### config.mk
export PLATFORM = sky130hd
export DESIGN_NAME = alarm_scheduler
export DESIGN_NICKNAME = d
export VERILOG_FILES = /design/src/rtl/alarm_pkg.sv /design/src/rtl/alarm_slot_bank.sv /design/src/rtl/alarm_scheduler.sv
export SDC_FILE = /design/constraint.sdc
export NUM_CORES = 1
export LEC_CHECK = 0
export ABC_AREA = 1
export CAP_MARGIN = 5
export CORE_ASPECT_RATIO = 1.2
export CORE_MARGIN = 3
export CORE_UTILIZATION = 45
export CTS_CLUSTER_SIZE = 14
export DETAILED_ROUTE_END_ITERATION = 12
export PLACE_DENSITY = 0.69
export SYNTH_ARGS = -nofsm -noshare
export SYNTH_HDL_FRONTEND = slang
export SYNTH_SLANG_ARGS = --single-unit
### constraint.sdc
create_clock -name clk -period 2.75 [get_ports clk]
set_input_delay 0.55 -clock clk [delete_from_list [all_inputs] [get_ports clk]]
set_output_delay 0.55 -clock clk [all_outputs]
set_load 0.005 [all_outputs]
### src/rtl/alarm_pkg.sv
// ---------------------------------------------------------------------------
// alarm_pkg
// Shared types and constants for the alarm scheduler block.
//   state_e       : scheduler FSM states (IDLE / SCAN / RING)
//   *_W           : bit widths of the hours / minutes / seconds fields
//   MAX_*         : largest legal value of each time field
//   slot_t        : one alarm slot {en, h, m, s}
//   snoozeTarget  : adds a minute offset to a time of day, wrapping at 24h
// ---------------------------------------------------------------------------
package alarm_pkg;

   typedef enum logic [1:0] {
      IDLE = 2'd0,
      SCAN = 2'd1,
      RING = 2'd2
   } state_e;

   localparam int HOURS_W = 5;
   localparam int MINS_W  = 6;
   localparam int SECS_W  = 6;

   localparam int MAX_SECS  = 59;
   localparam int MAX_MINS  = 59;
   localparam int MAX_HOURS = 23;

   typedef struct packed {
      logic               en;
      logic [HOURS_W-1:0] h;
      logic [MINS_W-1:0]  m;
      logic [SECS_W-1:0]  s;
   } slot_t;

   // Builds an armed slot that lies addMins minutes after the given time.
   // Seconds are carried over untouched; minute overflow bumps the hour and
   // hour 24 folds back to midnight. addMins is at most 59, so a single
   // subtraction of 60 is always enough.
   function automatic slot_t snoozeTarget(input logic [HOURS_W-1:0] baseH,
                                          input logic [MINS_W-1:0]  baseM,
                                          input logic [SECS_W-1:0]  baseS,
                                          input logic [MINS_W-1:0]  addMins);
      logic [MINS_W:0]    minSum;
      logic [HOURS_W-1:0] hourNext;
      minSum   = {1'b0, baseM} + {1'b0, addMins};
      hourNext = baseH;
      if (minSum > 7'(MAX_MINS)) begin
         minSum   = minSum - 7'd60;
         hourNext = baseH + 5'd1;
      end
      if (hourNext > 5'(MAX_HOURS)) begin
         hourNext = '0;
      end
      snoozeTarget.en = 1'b1;
      snoozeTarget.h  = hourNext;
      snoozeTarget.m  = minSum[MINS_W-1:0];
      snoozeTarget.s  = baseS;
   endfunction

endpackage

### src/rtl/alarm_slot_bank.sv
// ---------------------------------------------------------------------------
// alarm_slot_bank
// Register file holding the programmable alarm slots.
//   clk, reset   : system clock, synchronous active-high reset (clears slots)
//   wr_en_i      : write strobe
//   wr_idx_i     : slot to write; indices >= NUM_ALARMS are dropped
//   wr_slot_i    : slot contents {en, h, m, s}
//   rd_idx_i     : slot to read (combinational)
//   rd_slot_o    : slot contents; all-zero (disabled) for out-of-range index
// ---------------------------------------------------------------------------
module alarm_slot_bank
   import alarm_pkg::*;
#(
   parameter int NUM_ALARMS = 4
) (
   input  logic       clk,
   input  logic       reset,
   input  logic       wr_en_i,
   input  logic [2:0] wr_idx_i,
   input  slot_t      wr_slot_i,
   input  logic [2:0] rd_idx_i,
   output slot_t      rd_slot_o
);

   slot_t slots_q [NUM_ALARMS];

   // Slot storage. Each slot only responds to its own index, so a write to an
   // index beyond the implemented slots simply finds no taker and is lost.
   always_ff @(posedge clk) begin
      if (reset) begin
         for (int i = 0; i < NUM_ALARMS; i++) begin
            slots_q[i] <= '0;
         end
      end else begin
         for (int i = 0; i < NUM_ALARMS; i++) begin
            if (wr_en_i && (wr_idx_i == 3'(i))) begin
               slots_q[i] <= wr_slot_i;
            end
         end
      end
   end

   // Read mux. The scanner reads one slot per clock and sees any write that
   // has already landed, which is how mid-scan writes to not-yet-scanned
   // slots get picked up.
   always_comb begin
      rd_slot_o = '0;
      for (int i = 0; i < NUM_ALARMS; i++) begin
         if (rd_idx_i == 3'(i)) begin
            rd_slot_o = slots_q[i];
         end
      end
   end

endmodule

### src/rtl/alarm_scheduler.sv
// ---------------------------------------------------------------------------
// alarm_scheduler
// Decides when the buzzer sounds, given NUM_ALARMS programmable alarm slots
// plus (optionally) one snooze slot, driven by the 24h timekeeper's time.
//   clk, reset             : system clock, synchronous active-high reset
//   tick_1hz               : one-clk pulse per second
//   cur_hours/mins/secs    : current time of day
//   cfg_we, cfg_idx        : slot write strobe and slot index
//   cfg_en, cfg_hours/mins/secs : slot contents to write
//   dismiss                : stop ringing, drop any pending snooze
//   snooze                 : stop ringing, re-ring SNOOZE_MINS later
//   buzzer, ringing        : high while ringing
//   active_idx             : slot of the current/last ring (NUM_ALARMS = snooze)
// Build option: define ALARM_SNOOZE_EN to include the snooze slot and the
// snooze input; without it the snooze input is ignored and the scan covers
// only the programmable slots.
// ---------------------------------------------------------------------------
module alarm_scheduler
   import alarm_pkg::*;
#(
   parameter int NUM_ALARMS  = 4,
   parameter int RING_SECS   = 30,
   parameter int SNOOZE_MINS = 5
) (
   input  logic               clk,
   input  logic               reset,
   input  logic               tick_1hz,
   input  logic [HOURS_W-1:0] cur_hours,
   input  logic [MINS_W-1:0]  cur_mins,
   input  logic [SECS_W-1:0]  cur_secs,
   input  logic               cfg_we,
   input  logic [2:0]         cfg_idx,
   input  logic               cfg_en,
   input  logic [HOURS_W-1:0] cfg_hours,
   input  logic [MINS_W-1:0]  cfg_mins,
   input  logic [SECS_W-1:0]  cfg_secs,
   input  logic               dismiss,
   input  logic               snooze,
   output logic               buzzer,
   output logic               ringing,
   output logic [2:0]         active_idx
);

`ifdef ALARM_SNOOZE_EN
   localparam logic [3:0] SNOOZE_IDX = 4'(NUM_ALARMS);
   localparam logic [3:0] LAST_IDX   = 4'(NUM_ALARMS);
`else
   localparam logic [3:0] LAST_IDX   = 4'(NUM_ALARMS - 1);
`endif
   localparam logic [5:0] RING_INIT  = 6'(RING_SECS);

   state_e             state_q, state_d;
   logic [3:0]         scanIdx_q, scanIdx_d;
   logic [5:0]         ringCnt_q, ringCnt_d;
   logic [2:0]         activeIdx_q, activeIdx_d;
   logic [HOURS_W-1:0] snapHours_q;
   logic [MINS_W-1:0]  snapMins_q;
   logic [SECS_W-1:0]  snapSecs_q;
   logic               snapLoad;
   slot_t              cfgSlot;
   slot_t              bankSlot;
   slot_t              curSlot;
   logic               slotMatch;

   assign cfgSlot = '{en: cfg_en, h: cfg_hours, m: cfg_mins, s: cfg_secs};

   alarm_slot_bank #(
      .NUM_ALARMS (NUM_ALARMS)
   ) u_bank (
      .clk       (clk),
      .reset     (reset),
      .wr_en_i   (cfg_we),
      .wr_idx_i  (cfg_idx),
      .wr_slot_i (cfgSlot),
      .rd_idx_i  (scanIdx_q[2:0]),
      .rd_slot_o (bankSlot)
   );

`ifdef ALARM_SNOOZE_EN
   slot_t snoozeSlot_q, snoozeSlot_d;
   slot_t snoozeArm;

   // Where the snooze slot would point if snooze were pressed now. The
   // snapshot still holds the time of the scan that started this ring.
   assign snoozeArm = snoozeTarget(snapHours_q, snapMins_q, snapSecs_q, 6'(SNOOZE_MINS));

   // The snooze slot lives here rather than in the bank because it is
   // written by the FSM, not by the configuration port. Its en bit is the
   // "armed" flag.
   always_ff @(posedge clk) begin
      if (reset) begin
         snoozeSlot_q <= '0;
      end else begin
         snoozeSlot_q <= snoozeSlot_d;
      end
   end

   // The scan's final step looks at the snooze slot instead of the bank.
   assign curSlot = (scanIdx_q == SNOOZE_IDX) ? snoozeSlot_q : bankSlot;
`else
   logic unusedSnooze;
   assign unusedSnooze = snooze;
   assign curSlot      = bankSlot;
`endif

   // A slot fires on an exact h/m/s match with the latched snapshot. Hours
   // above 23 can be programmed but are explicitly kept from ever matching.
   assign slotMatch = curSlot.en
                   && (curSlot.h <= 5'(MAX_HOURS))
                   && (curSlot.h == snapHours_q)
                   && (curSlot.m == snapMins_q)
                   && (curSlot.s == snapSecs_q);

   assign snapLoad = (state_q == IDLE) && tick_1hz;

   // State, scan pointer, ring counter and the time snapshot. The snapshot is
   // only taken when a scan starts, so it stays frozen through SCAN and RING
   // and later serves as the base for the snooze time.
   always_ff @(posedge clk) begin
      if (reset) begin
         state_q     <= IDLE;
         scanIdx_q   <= '0;
         ringCnt_q   <= '0;
         activeIdx_q <= '0;
         snapHours_q <= '0;
         snapMins_q  <= '0;
         snapSecs_q  <= '0;
      end else begin
         state_q     <= state_d;
         scanIdx_q   <= scanIdx_d;
         ringCnt_q   <= ringCnt_d;
         activeIdx_q <= activeIdx_d;
         if (snapLoad) begin
            snapHours_q <= cur_hours;
            snapMins_q  <= cur_mins;
            snapSecs_q  <= cur_secs;
         end
      end
   end

   // Next-state logic. The scan walks the slots in priority order and stops
   // at the first match, so later matches in the same second are never seen.
   // While ringing no scan runs; ticks only count down the ring time. A tick
   // arriving mid-scan is dropped because only IDLE reacts to it.
   always_comb begin
      state_d      = state_q;
      scanIdx_d    = scanIdx_q;
      ringCnt_d    = ringCnt_q;
      activeIdx_d  = activeIdx_q;
`ifdef ALARM_SNOOZE_EN
      snoozeSlot_d = snoozeSlot_q;
`endif
      unique case (state_q)
         IDLE: begin
            if (tick_1hz) begin
               state_d   = SCAN;
               scanIdx_d = '0;
            end
         end
         SCAN: begin
            if (slotMatch) begin
               state_d     = RING;
               activeIdx_d = scanIdx_q[2:0];
               ringCnt_d   = RING_INIT;
`ifdef ALARM_SNOOZE_EN
               if (scanIdx_q == SNOOZE_IDX) begin
                  snoozeSlot_d.en = 1'b0;
               end
`endif
            end else if (scanIdx_q == LAST_IDX) begin
               state_d = IDLE;
            end else begin
               scanIdx_d = scanIdx_q + 4'd1;
            end
         end
         RING: begin
            if (dismiss) begin
               state_d = IDLE;
`ifdef ALARM_SNOOZE_EN
               snoozeSlot_d.en = 1'b0;
`endif
            end
`ifdef ALARM_SNOOZE_EN
            else if (snooze) begin
               state_d      = IDLE;
               snoozeSlot_d = snoozeArm;
            end
`endif
            else if (tick_1hz) begin
               if (ringCnt_q <= 6'd1) begin
                  state_d   = IDLE;
                  ringCnt_d = '0;
               end else begin
                  ringCnt_d = ringCnt_q - 6'd1;
               end
            end
         end
         default: begin
            state_d = IDLE;
         end
      endcase
   end

   // The buzzer is driven straight from the state, so a reset sampled during
   // a ring silences it on the following clock.
   assign ringing    = (state_q == RING);
   assign buzzer     = (state_q == RING);
   assign active_idx = activeIdx_q;

endmodule

==> impl_metrics.csv, run 1 <==
group,metric,value,unit
clocking,htree_levels,3,
hold_path,min_path_type,"reg2reg",
finish,area_delta_synth_final,17.87,%
clocking,path_clk_slew,0.07,ns
power_and_ir_drop,irDropWorstVdd,0.2652,mV
critical_path,end_kind,"flip-flop",
global_routing,overflow,0,
synthesis,postSynthCellCount,644,
critical_path,crit_type,"reg2reg",
power_and_ir_drop,power_frac_clock,0.297,
synthesis,synth_top_area_cell,"edfxtp_1",
floorplan,ios,49,
routing,drt-wirelength-per-cell,12.79,µm
routing,totalWireLength,10930,µm
timing,rsz0062_at_grt,"false",
placed_design,gp_congestion,0.8170,
routing,ant_nets,0,
clocking,cts_setup_buffers,0,
power_and_ir_drop,sw_frac_of_total,0.3138,
synthesis,synth-compound-area-share,0.06703,
power_and_ir_drop,p_per_area,648.0,nW/µm²
global_routing,antenna_found_initial,0,
synthesis,ys.flop_type,"edfxtp_1",
clocking,clk_path_buf_depth,2,
synthesis,synth_top_family_by_area,"simple AND/OR/NAND/NOR gates",
timing,fin_crit_sh,0.9105,
finish,multi_input_area,2088,µm²
floorplan,die_h,125.1,µm
timing,min_period,2.504,ns
outcome,status,"completed",
floorplan,rows,42,
clocking,cts.sinks,104,
critical_path,critPathLaunchType,"flip-flop",
clocking,root_buffer,"clkbuf_16",
power_and_ir_drop,p_sw,1.275,mW
floorplan,dieArea,13170,µm²
finish,diodes,0,
synthesis,syn_area_per_cell,8.261,µm²
floorplan,die_w,105.3,µm
clocking,cts_buffers,9,
finish,fillCellCount,1046,
finish,layout.nets,746,
timing,worst_pin_slew,0.6213,ns
timing,slew_headroom,0.5848,
placed_design,dp.final_hpwl,8183,µm
timing,slew_viol_final,0,
finish,final_util,0.5550,
global_routing,grt_max_degree,37,
routing,drt-met1-wl,4752,µm
power_and_ir_drop,pwr-share-comb,0.248,
synthesis,ys_warn_count,0,
synthesis,synth.cell_area,5320,µm²
routing,drc,0,
synthesis,yosys.area_share.simple,0.2999,
synthesis,synth_top_area_frac,0.4064,
power_and_ir_drop,p_seq_frac,0.454,
timing,skew,0.005306,ns
timing,worst_slack,0.2462,ns
power_and_ir_drop,p_leak,2.693,nW
synthesis,synth_edf_count,72,
synthesis,synth.distinct_cells,38,
floorplan,core_area,11300,µm²
synthesis,synthArstFlopShare,0,
floorplan,initial_utilization,0.4709,
synthesis,synth_area_leaders,"edfxtp_1 41%, dfxtp_1 12%, nand2_1 11%, nor2_1 7.9%, inv_1 5.4%",
timing,timing.setup.tns,0,ns
timing,fmax,399.4,MHz
critical_path,required,2.98,ns
critical_path,worstPathArrival,2.73,ns
finish,regArea,2805,µm²
placed_design,pre_cts_slack,0.2244,ns
global_routing,grt_pass1_wl,18580,µm
synthesis,syn-num-nets,695,
global_routing,grtUsageTotal,0.1739,
finish,design_area,6271,µm²
routing,dr.pass1.iters,5,
clocking,tritoncts,"built",
placed_design,io_buffers,47,
routing,vias_per_cell,4.840,
synthesis,synth-seq-cells,104,
routing,drt_iter0_drc,157,
job,drv_cap,0,
synthesis,synth_fa_ha_area_frac,0.01646,
routing,met3_length,630,µm
synthesis,seq_area_frac_synth,0.5268,
routing,top_layer,"met4",
placed_design,place_area,5974,µm²
synthesis,muxShareOfSynthArea,0,
timing,finalHoldViolCount,0,
critical_path,crit_path_max_fanout,8,
synthesis,synth_xor_xnor_area_share,0.004939,
global_routing,grt_pass1_vias,3964,
routing,met2_length,5346,µm
timing,finalSetupViolCount,0,
finish,drive_above_1_share,0.09571,
clocking,clk_latency,0.35,ns
power_and_ir_drop,p_int,2.788,mW
routing,routed-via-count,4133,
power by group through the flow:
stage          clock network [mW]  logic (mW)  registers [mW]
2_1_floorplan                   0       0.727            1.86
3_3_place_gp                    0       0.979            1.87
3_5_place_dp                    0       0.996            1.88
4_1_cts                      1.23        1.00            1.84
5_1_grt                      1.28        1.15            1.86
6_report                     1.21        1.01            1.85
critical path, cell delays in order (launching register included):
cell     delay (ns)
dfxtp_2        0.35
inv_1          0.17
ha_2           0.25
buf_4          0.18
nand2_1        0.07
nor2_1         0.16
nand2_1        0.07
nand2_1        0.09
nand3_1        0.07
nand2_1        0.07
nand2_1        0.05
nor2_1         0.10
nand2_1        0.10
nor2_4         0.17
nand3_4        0.11
nand2_4        0.11
nand2_4        0.08
o21ai_1        0.14
nor2_1         0.05
metrics by stage:
step	hold slack (ns)	power (mW)	std cells
5_1_grt	0.5031	4.287	854
6_report	0.4774	4.064	854
2_1_floorplan	0.4446	2.590	644
4_1_cts	0.4808	4.076	854
3_3_place_gp	0.4582	2.852	838
3_5_place_dp	0.4688	2.875	838
worst paths after layout:
| check | from | to | slack [ns] | cells past startpoint |
|---|---|---|---|---|
| max reg2reg | scanIdx_q[0]$_SDFFE_PP0P_ | scanIdx_q[1]$_SDFFE_PP0P_ | 0.25 | 18 |
| max | scanIdx_q[0]$_SDFFE_PP0P_ | scanIdx_q[1]$_SDFFE_PP0P_ | 0.25 | 18 |
| min | snapSecs_q[5]$_SDFFE_PP0P_ | snapSecs_q[5]$_SDFFE_PP0P_ | 0.48 | 2 |
| min reg2reg | snapSecs_q[5]$_SDFFE_PP0P_ | snapSecs_q[5]$_SDFFE_PP0P_ | 0.48 | 2 |
layout make-up:
cell class,count,area share
clock buffer,11,0.03711
clock inverter,5,0.006185
inverter,82,0.05068
multi-input combinational,436,0.3330
sequential,104,0.4473
tap,154,0.03073
timing repair buffer,62,0.09497
cell families after synthesis:
kind of cell               count (synthesis)
xor gates and xnor gates                   3
buffers and inverters                    104
and+or+nand+nor                          359
AOI/OAI and AO/OA                         67
DFF                                      104
adders and majority gates                  7
synth_stat cells, types with 3 or more instances:
| library cell | number |
|---|---|
| nor2_1 | 112 |
| nand3b_1 | 4 |
| clkbuf_1 | 11 |
| edfxtp_1 | 72 |
| o21ai_1 | 4 |
| or2_2 | 12 |
| dfxtp_1 | 32 |
| nand2_4 | 3 |
| o21ai_0 | 32 |
| a21oi_1 | 24 |
| ha_1 | 7 |
| buf_4 | 3 |
| nand2_1 | 159 |
| buf_6 | 5 |
| nand3_1 | 55 |
| inv_1 | 77 |
| nor2_4 | 4 |
state kept, by name, summed over array words and instances, names as in the netlist:
signal	cells
active_idx	3
ringCnt_q	6
scanIdx_q	4
snapHours_q	5
snapMins_q	6
snapSecs_q	6
state_q	2
u_bank.slots_q	72
routing by layer:
| metal | vias to the layer above | track usage |
|---|---|---|
| met5 | - | 0 |
| met4 | 0 | 0.07181 |
| met3 | 11 | 0.02474 |
| met2 | 114 | 0.2947 |
| li1 | 2158 | - |
| met1 | 1850 | 0.2227 |
cell usage in the layout, fill, tap and decap left out, types with 2 or more instances in the layout:
cell type | Yosys | routed
inv_2 | 2 | 2
o21ai_0 | 32 | 28
o21a_1 | 2 | 2
nor2_2 | 2 | 2
xor2_1 | 2 | 2
inv_1 | 77 | 77
ha_1 | 7 | 4
or2_2 | 12 | 12
nand3_1 | 55 | 55
edfxtp_1 | 72 | 72
o21ai_2 | 2 | 2
inv_6 | 0 | 3
nor2_4 | 4 | 4
o21bai_1 | 2 | 2
nand2_4 | 3 | 4
nand3b_1 | 4 | 4
nand2_1 | 159 | 159
clkbuf_1 | 11 | 2
o21ai_1 | 4 | 8
a21oi_1 | 24 | 24
buf_4 | 3 | 14
clkbuf_16 | 0 | 9
dfxtp_2 | 0 | 2
dfxtp_1 | 32 | 30
clkdlybuf4s50_1 | 0 | 47
nor2_1 | 112 | 112
ha_2 | 0 | 2
repair_timing:
item | in CTS | in global routing
resized for setup | 0 | 7
hold buffers | 0 | 0
setup endpoints to repair | 0 | 14
Note: power is estimated with default switching activity, not from simulation.
==> run 2, diff against run 1 <==
- CORE_UTILIZATION: 45 -> 36
- PLACE_DENSITY: 0.69 -> 0.66
==> impl_metrics.csv, run 2 (same netlist as run 1, synthesis figures left out) <==
group,metric,value,unit
power_and_ir_drop,pwr-share-comb,0.253,
critical_path,crit_top_cell,"nand2_1",
timing,finalHoldViolCount,0,
routing,drt_iter0_drc,272,
clocking,root_buffer,"clkbuf_16",
timing,slew_viol_final,0,
outcome,status,"completed",
clocking,htree_levels,3,
power_and_ir_drop,p_sw,1.316,mW
critical_path,endpoint,"scanIdx_q[1]$_SDFFE_PP0P_",
finish,area_delta_synth_final,20.16,%
job,drv_cap,0,
floorplan,core_area,14410,µm²
timing,skew,0.005506,ns
routing,drc,0,
global_routing,antenna_found_initial,0,
clocking,tritoncts,"built",
routing,ant_nets,0,
clocking,clk_path_buf_depth,2,
critical_path,required,2.99,ns
floorplan,initial_utilization,0.3691,
power_and_ir_drop,p_per_area,644.0,nW/µm²
floorplan,die_h,139.2,µm
critical_path,crit_type,"reg2reg",
hold_path,min_path_cells,2,
power_and_ir_drop,irDropWorstVdd,0.2900,mV
floorplan,rows,48,
routing,routed-via-count,4104,
critical_path,crit_path_max_fanout,13,
power_and_ir_drop,power_frac_clock,0.300,
hold_path,min_path_type,"reg2reg",
global_routing,grt_pass1_wl,19610,µm
finish,fillCellCount,1415,
placed_design,io_buffers,47,
power_and_ir_drop,p_leak,2.755,nW
critical_path,rr_startpoint,"scanIdx_q[1]$_SDFFE_PP0P_",
routing,dr.pass1.iters,4,
routing,drt-wirelength-per-cell,13.97,µm
clocking,cts_buffers,9,
routing,totalWireLength,12330,µm
timing,slew_headroom,0.7143,
critical_path,end_kind,"flip-flop",
timing,rsz0062_at_grt,"false",
power_and_ir_drop,p_total,4.117,mW
timing,timing.setup.tns,0,ns
critical_path,rr_endpoint,"scanIdx_q[1]$_SDFFE_PP0P_",
critical_path,r2r_slack,0.20,ns
timing,finalSetupViolCount,0,
global_routing,grt_max_degree,37,
placed_design,gp_congestion,0.7624,
routing,vias_per_cell,4.648,
power_and_ir_drop,p_seq_frac,0.447,
timing,min_period,2.546,ns
global_routing,grtUsageTotal,0.1572,
finish,diodes,0,
floorplan,dieArea,16280,µm²
finish,layout.nets,754,
placed_design,dp.final_hpwl,8465,µm
critical_path,slowest_delay,0.31,ns
timing,hold_ws,0.4745,ns
critical_path,crit_chain,"buf_4 -> ha_1 -> ha_1 -> inv_2 -> buf_12 -> o21ai_0 -> inv_1 -> nand2_1 -> nand3_1 -> nand2_1 -> nor2_2 -> nand2_1 -> nor2_4 -> nand3_4 -> nand2_4 -> nand2_4 -> o21ai_1 -> nor2_1",
power_and_ir_drop,p_int,2.801,mW
finish,regMostFlops,"u_bank.slots_q",
timing,worst_pin_slew,0.4281,ns
clocking,path_clk_slew,0.07,ns
timing,fmax,392.8,MHz
clocking,cts.sinks,104,
timing,fin_crit_sh,0.9257,
critical_path,crit_start,"scanIdx_q[1]$_SDFFE_PP0P_",
power_and_ir_drop,sw_frac_of_total,0.3196,
clocking,cts_setup_buffers,0,
critical_path,worstPathArrival,2.78,ns
critical_path,critPathLaunchType,"flip-flop",
finish,largest_reg_flops,72,
finish,drive_above_1_share,0.1073,
clocking,clk_latency,0.35,ns
floorplan,ios,49,
critical_path,critical_path.slowest_cell,"dfxtp_1",
critical_path,r2r_cells,18,
global_routing,grt_pass1_vias,3913,
finish,final_common_cell,"nand2_1",
floorplan,die_w,117.0,µm
global_routing,overflow,0,
finish,mostFrequentLayoutCells,"159 x nand2_1, 110 x nor2_1, 76 x inv_1",
[run 2: changes by cell type in the layout (fill, tap and decap cells not counted), sizes merged]
cell / change
buf: +7
clkinv: +2
clkinvlp: -1
[run 2: power by group through the flow]
stage          registers [mW]  clock network [mW]  logic (mW)
5_1_grt                  1.85                1.31        1.19
4_1_cts                  1.84                1.25        1.03
6_report                 1.84                1.24        1.04
2_1_floorplan            1.86                   0       0.727
3_5_place_dp             1.87                   0        1.03
3_3_place_gp             1.87                   0        1.01
[run 2: how the worst min path moves through the flow]
stage                                      startpoint                          end  slack (ns)
after floorplan           snapHours_q[0]$_SDFFE_PP0P_  snapHours_q[0]$_SDFFE_PP0P_        0.44
after CTS                  snapMins_q[3]$_SDFFE_PP0P_   snapMins_q[3]$_SDFFE_PP0P_        0.48
after detailed placement   snapMins_q[3]$_SDFFE_PP0P_   snapMins_q[3]$_SDFFE_PP0P_        0.46
final                      snapMins_q[2]$_SDFFE_PP0P_   snapMins_q[2]$_SDFFE_PP0P_        0.47
after global routing       snapMins_q[4]$_SDFFE_PP0P_   snapMins_q[4]$_SDFFE_PP0P_        0.50
after global placement    snapHours_q[0]$_SDFFE_PP0P_  snapHours_q[0]$_SDFFE_PP0P_        0.46
[run 2: per-stage QoR]
step / cells / worst slack [ns] / utilization / cell area, µm²
CTS: 882 / 0.1373 / 0.4404 / 6347
global placement: 866 / 0.2054 / 0.4208 / 6066
floorplan: 644 / 0.2596 / - / 5320
global route: 883 / 0.005298 / 0.4435 / 6392
finish: 883 / 0.2043 / 0.4435 / 6392
detailed placement: 866 / 0.1517 / 0.4208 / 6066
[run 2: what timing repair did]
item,CTS,global route
gates resized for setup,0,7
endpoints found under the hold margin,0,0
setup endpoints to repair,0,14
hold buffers,0,0
[run 2: layer usage]
metal | vias up | track usage | part of all wire
li1 | 2175 | - | -
met1 | 1830 | 0.1961 | 0.42
met2 | 86 | 0.2730 | 0.52
met3 | 13 | 0.02095 | 0.046
met4 | 0 | 0.05797 | 0.014
met5 | - | 0 | 0
[run 2: worst max-delay path: cells and delay by family (launching register included)]
family | cells | cell delay [ns]
AOI/OAI and AO/OA | 2 | 0.22
adders and majority gates | 2 | 0.43
buffers and inverters | 4 | 0.48
DFF | 1 | 0.31
and+or+nand+nor | 10 | 0.99
[run 2: final cells by class]
type	count	area, µm²	share of cell area
tap	175	219.0	0.03425
clock buffer	10	229.0	0.03582
multi-input combinational	436	2086	0.3263
sequential	104	2803	0.4384
timing repair buffer	70	685.7	0.1073
inverter	82	317.8	0.04972
clock inverter	6	52.55	0.008221
==> run 3, diff against run 2 <==
- GPL_ROUTABILITY_DRIVEN: unset -> 0
- PLACE_DENSITY: 0.66 -> unset
==> impl_metrics.csv, run 3 (same netlist as run 1, synthesis figures left out) <==
group,metric,value,unit
clocking,clk_path_buf_depth,2,
global_routing,antenna_found_initial,0,
clocking,htree_levels,3,
power_and_ir_drop,p_seq_frac,0.451,
routing,drc,0,
power_and_ir_drop,p_per_area,649.3,nW/µm²
critical_path,rr_startpoint,"scanIdx_q[0]$_SDFFE_PP0P_",
floorplan,core_area,14410,µm²
floorplan,dieArea,16280,µm²
global_routing,grtUsageTotal,0.1455,
hold_path,hold_start,"snapMins_q[2]$_SDFFE_PP0P_",
power_and_ir_drop,p_sw,1.303,mW
global_routing,overflow,0,
hold_path,min_path_cells,2,
global_routing,use_met1,0.1829,
global_routing,busiest_layer,"met2",
global_routing,grt_max_degree,37,
critical_path,crit_type,"reg2reg",
critical_path,critical_path.slowest_cell,"dfxtp_2",
finish,fin_cells,874,
power_and_ir_drop,irDropWorstVdd,0.2852,mV
critical_path,crit_chain,"ha_1 -> ha_1 -> inv_1 -> buf_12 -> or2_2 -> nand3_1 -> nand2_1 -> nor2_1 -> nand2_1 -> nor2_4 -> nand4_4 -> nand2_2 -> o21a_1 -> nor2_1",
timing,worst_slack,0.2416,ns
clocking,cts_resized,0,
finish,regMostFlops,"u_bank.slots_q",
timing,min_period,2.508,ns
timing,skew,0.009883,ns
global_routing,met3_usage,0.02401,
floorplan,die_h,139.2,µm
timing,worst_pin_slew,0.6099,ns
global_routing,grt_pass1_vias,3951,
floorplan,ios,49,
timing,rsz0062_at_grt,"false",
critical_path,worstPathArrival,2.75,ns
job,drv_cap,0,
critical_path,r2r_cells,14,
power_and_ir_drop,p_total,4.089,mW
routing,dr.pass1.iters,4,
placed_design,dp_cells,858,
placed_design,place_area,5993,µm²
timing,timing.setup.tns,0,ns
clocking,path_clk_slew,0.07,ns
timing,finalHoldViolCount,0,
power_and_ir_drop,p_int,2.785,mW
routing,ant_nets,0,
critical_path,critPathLaunchType,"flip-flop",
timing,hold_ws,0.4754,ns
finish,area_delta_synth_final,18.37,%
power_and_ir_drop,p_leak,2.702,nW
finish,mostFrequentLayoutCells,"159 x nand2_1, 112 x nor2_1, 77 x inv_1",
timing,finalSetupViolCount,0,
finish,design_area,6297,µm²
critical_path,slowest_delay,0.38,ns
clocking,cts_setup_buffers,0,
finish,diodes,0,
power_and_ir_drop,pwr-share-comb,0.241,
finish,final_util,0.4369,
routing,vias_per_cell,4.685,
timing,slew_headroom,0.5924,
floorplan,rows,48,
routing,routed-via-count,4095,
finish,largest_reg_flops,72,
hold_path,min_path_type,"reg2reg",
clocking,tritoncts,"built",
routing,drt_iter0_drc,277,
routing,totalWireLength,11380,µm
timing,fmax,398.7,MHz
floorplan,die_w,117.0,µm
placed_design,io_buffers,47,
clocking,clk_latency,0.35,ns
finish,drive_above_1_share,0.09442,
hold_path,min_to,"snapMins_q[2]$_SDFFE_PP0P_",
timing,fin_crit_sh,0.9121,
global_routing,grt.met2_usage,0.2490,
placed_design,pre_cts_slack,0.1408,ns
critical_path,end_kind,"flip-flop",
timing,slew_viol_final,0,
power_and_ir_drop,sw_frac_of_total,0.3188,
outcome,status,"completed",
finish,layout.nets,745,
floorplan,initial_utilization,0.3691,
routing,drt-wirelength-per-cell,13.03,µm
critical_path,r2r_slack,0.24,ns
critical_path,required,2.99,ns
clocking,cts_buffers,9,
critical_path,crit_path_max_fanout,19,
clocking,root_buffer,"clkbuf_16",
global_routing,grt_pass1_wl,18710,µm
clocking,cts.sinks,104,
placed_design,dp.final_hpwl,8727,µm
finish,final_common_cell,"nand2_1",
clocking,postCtsHoldBufs,0,
power_and_ir_drop,power_frac_clock,0.308,
critical_path,rr_endpoint,"ringCnt_q[5]$_SDFFE_PP0P_",
==> run 3: layout make-up <==
type	count	area, µm²
fillers	1463	8117
flip-flops and latches	104	2805
well taps	175	219.0
multi-input cells	436	2076
clock inverters	6	62.56
repair buffers	61	588.1
clock buffers	10	229.0
inverters	82	317.8
==> run 3: worst max-delay path by stage <==
stage / startpoint / endpoint
final: scanIdx_q[0]$_SDFFE_PP0P_ / ringCnt_q[5]$_SDFFE_PP0P_
after global routing: scanIdx_q[0]$_SDFFE_PP0P_ / scanIdx_q[1]$_SDFFE_PP0P_
after CTS: scanIdx_q[0]$_SDFFE_PP0P_ / scanIdx_q[1]$_SDFFE_PP0P_
after detailed placement: scanIdx_q[0]$_SDFFE_PP0P_ / scanIdx_q[1]$_SDFFE_PP0P_
after global placement: scanIdx_q[0]$_SDFFE_PP0P_ / scanIdx_q[1]$_SDFFE_PP0P_
after floorplan: cfg_idx[1] / u_bank.slots_q[0][0]$_SDFFCE_PN0P_
==> run 3: power groups by stage <==
| stage | logic (mW) | clock network [mW] | registers (mW) |
|---|---|---|---|
| floorplan | 0.727 | 0 | 1.86 |
| global placement | 0.973 | 0 | 1.87 |
| detailed placement | 0.985 | 0 | 1.88 |
| CTS | 0.990 | 1.29 | 1.84 |
| global route | 1.12 | 1.35 | 1.86 |
| finish | 0.984 | 1.26 | 1.85 |
==> run 3: critical path: cells and delay by family (launching register included) <==
kind	cells	cell delay (ns)
simple gates	9	1.17
compound gates	1	0.14
flops	1	0.38
fa+ha+maj	2	0.37
buf+inv	2	0.34
==> run 3: per-layer routing <==
| layer | routed length [µm] | part of all wire |
|---|---|---|
| met5 | 0 | 0 |
| met4 | 155 | 0.014 |
| met3 | 565 | 0.050 |
| met2 | 5698 | 0.50 |
| met1 | 4964 | 0.44 |
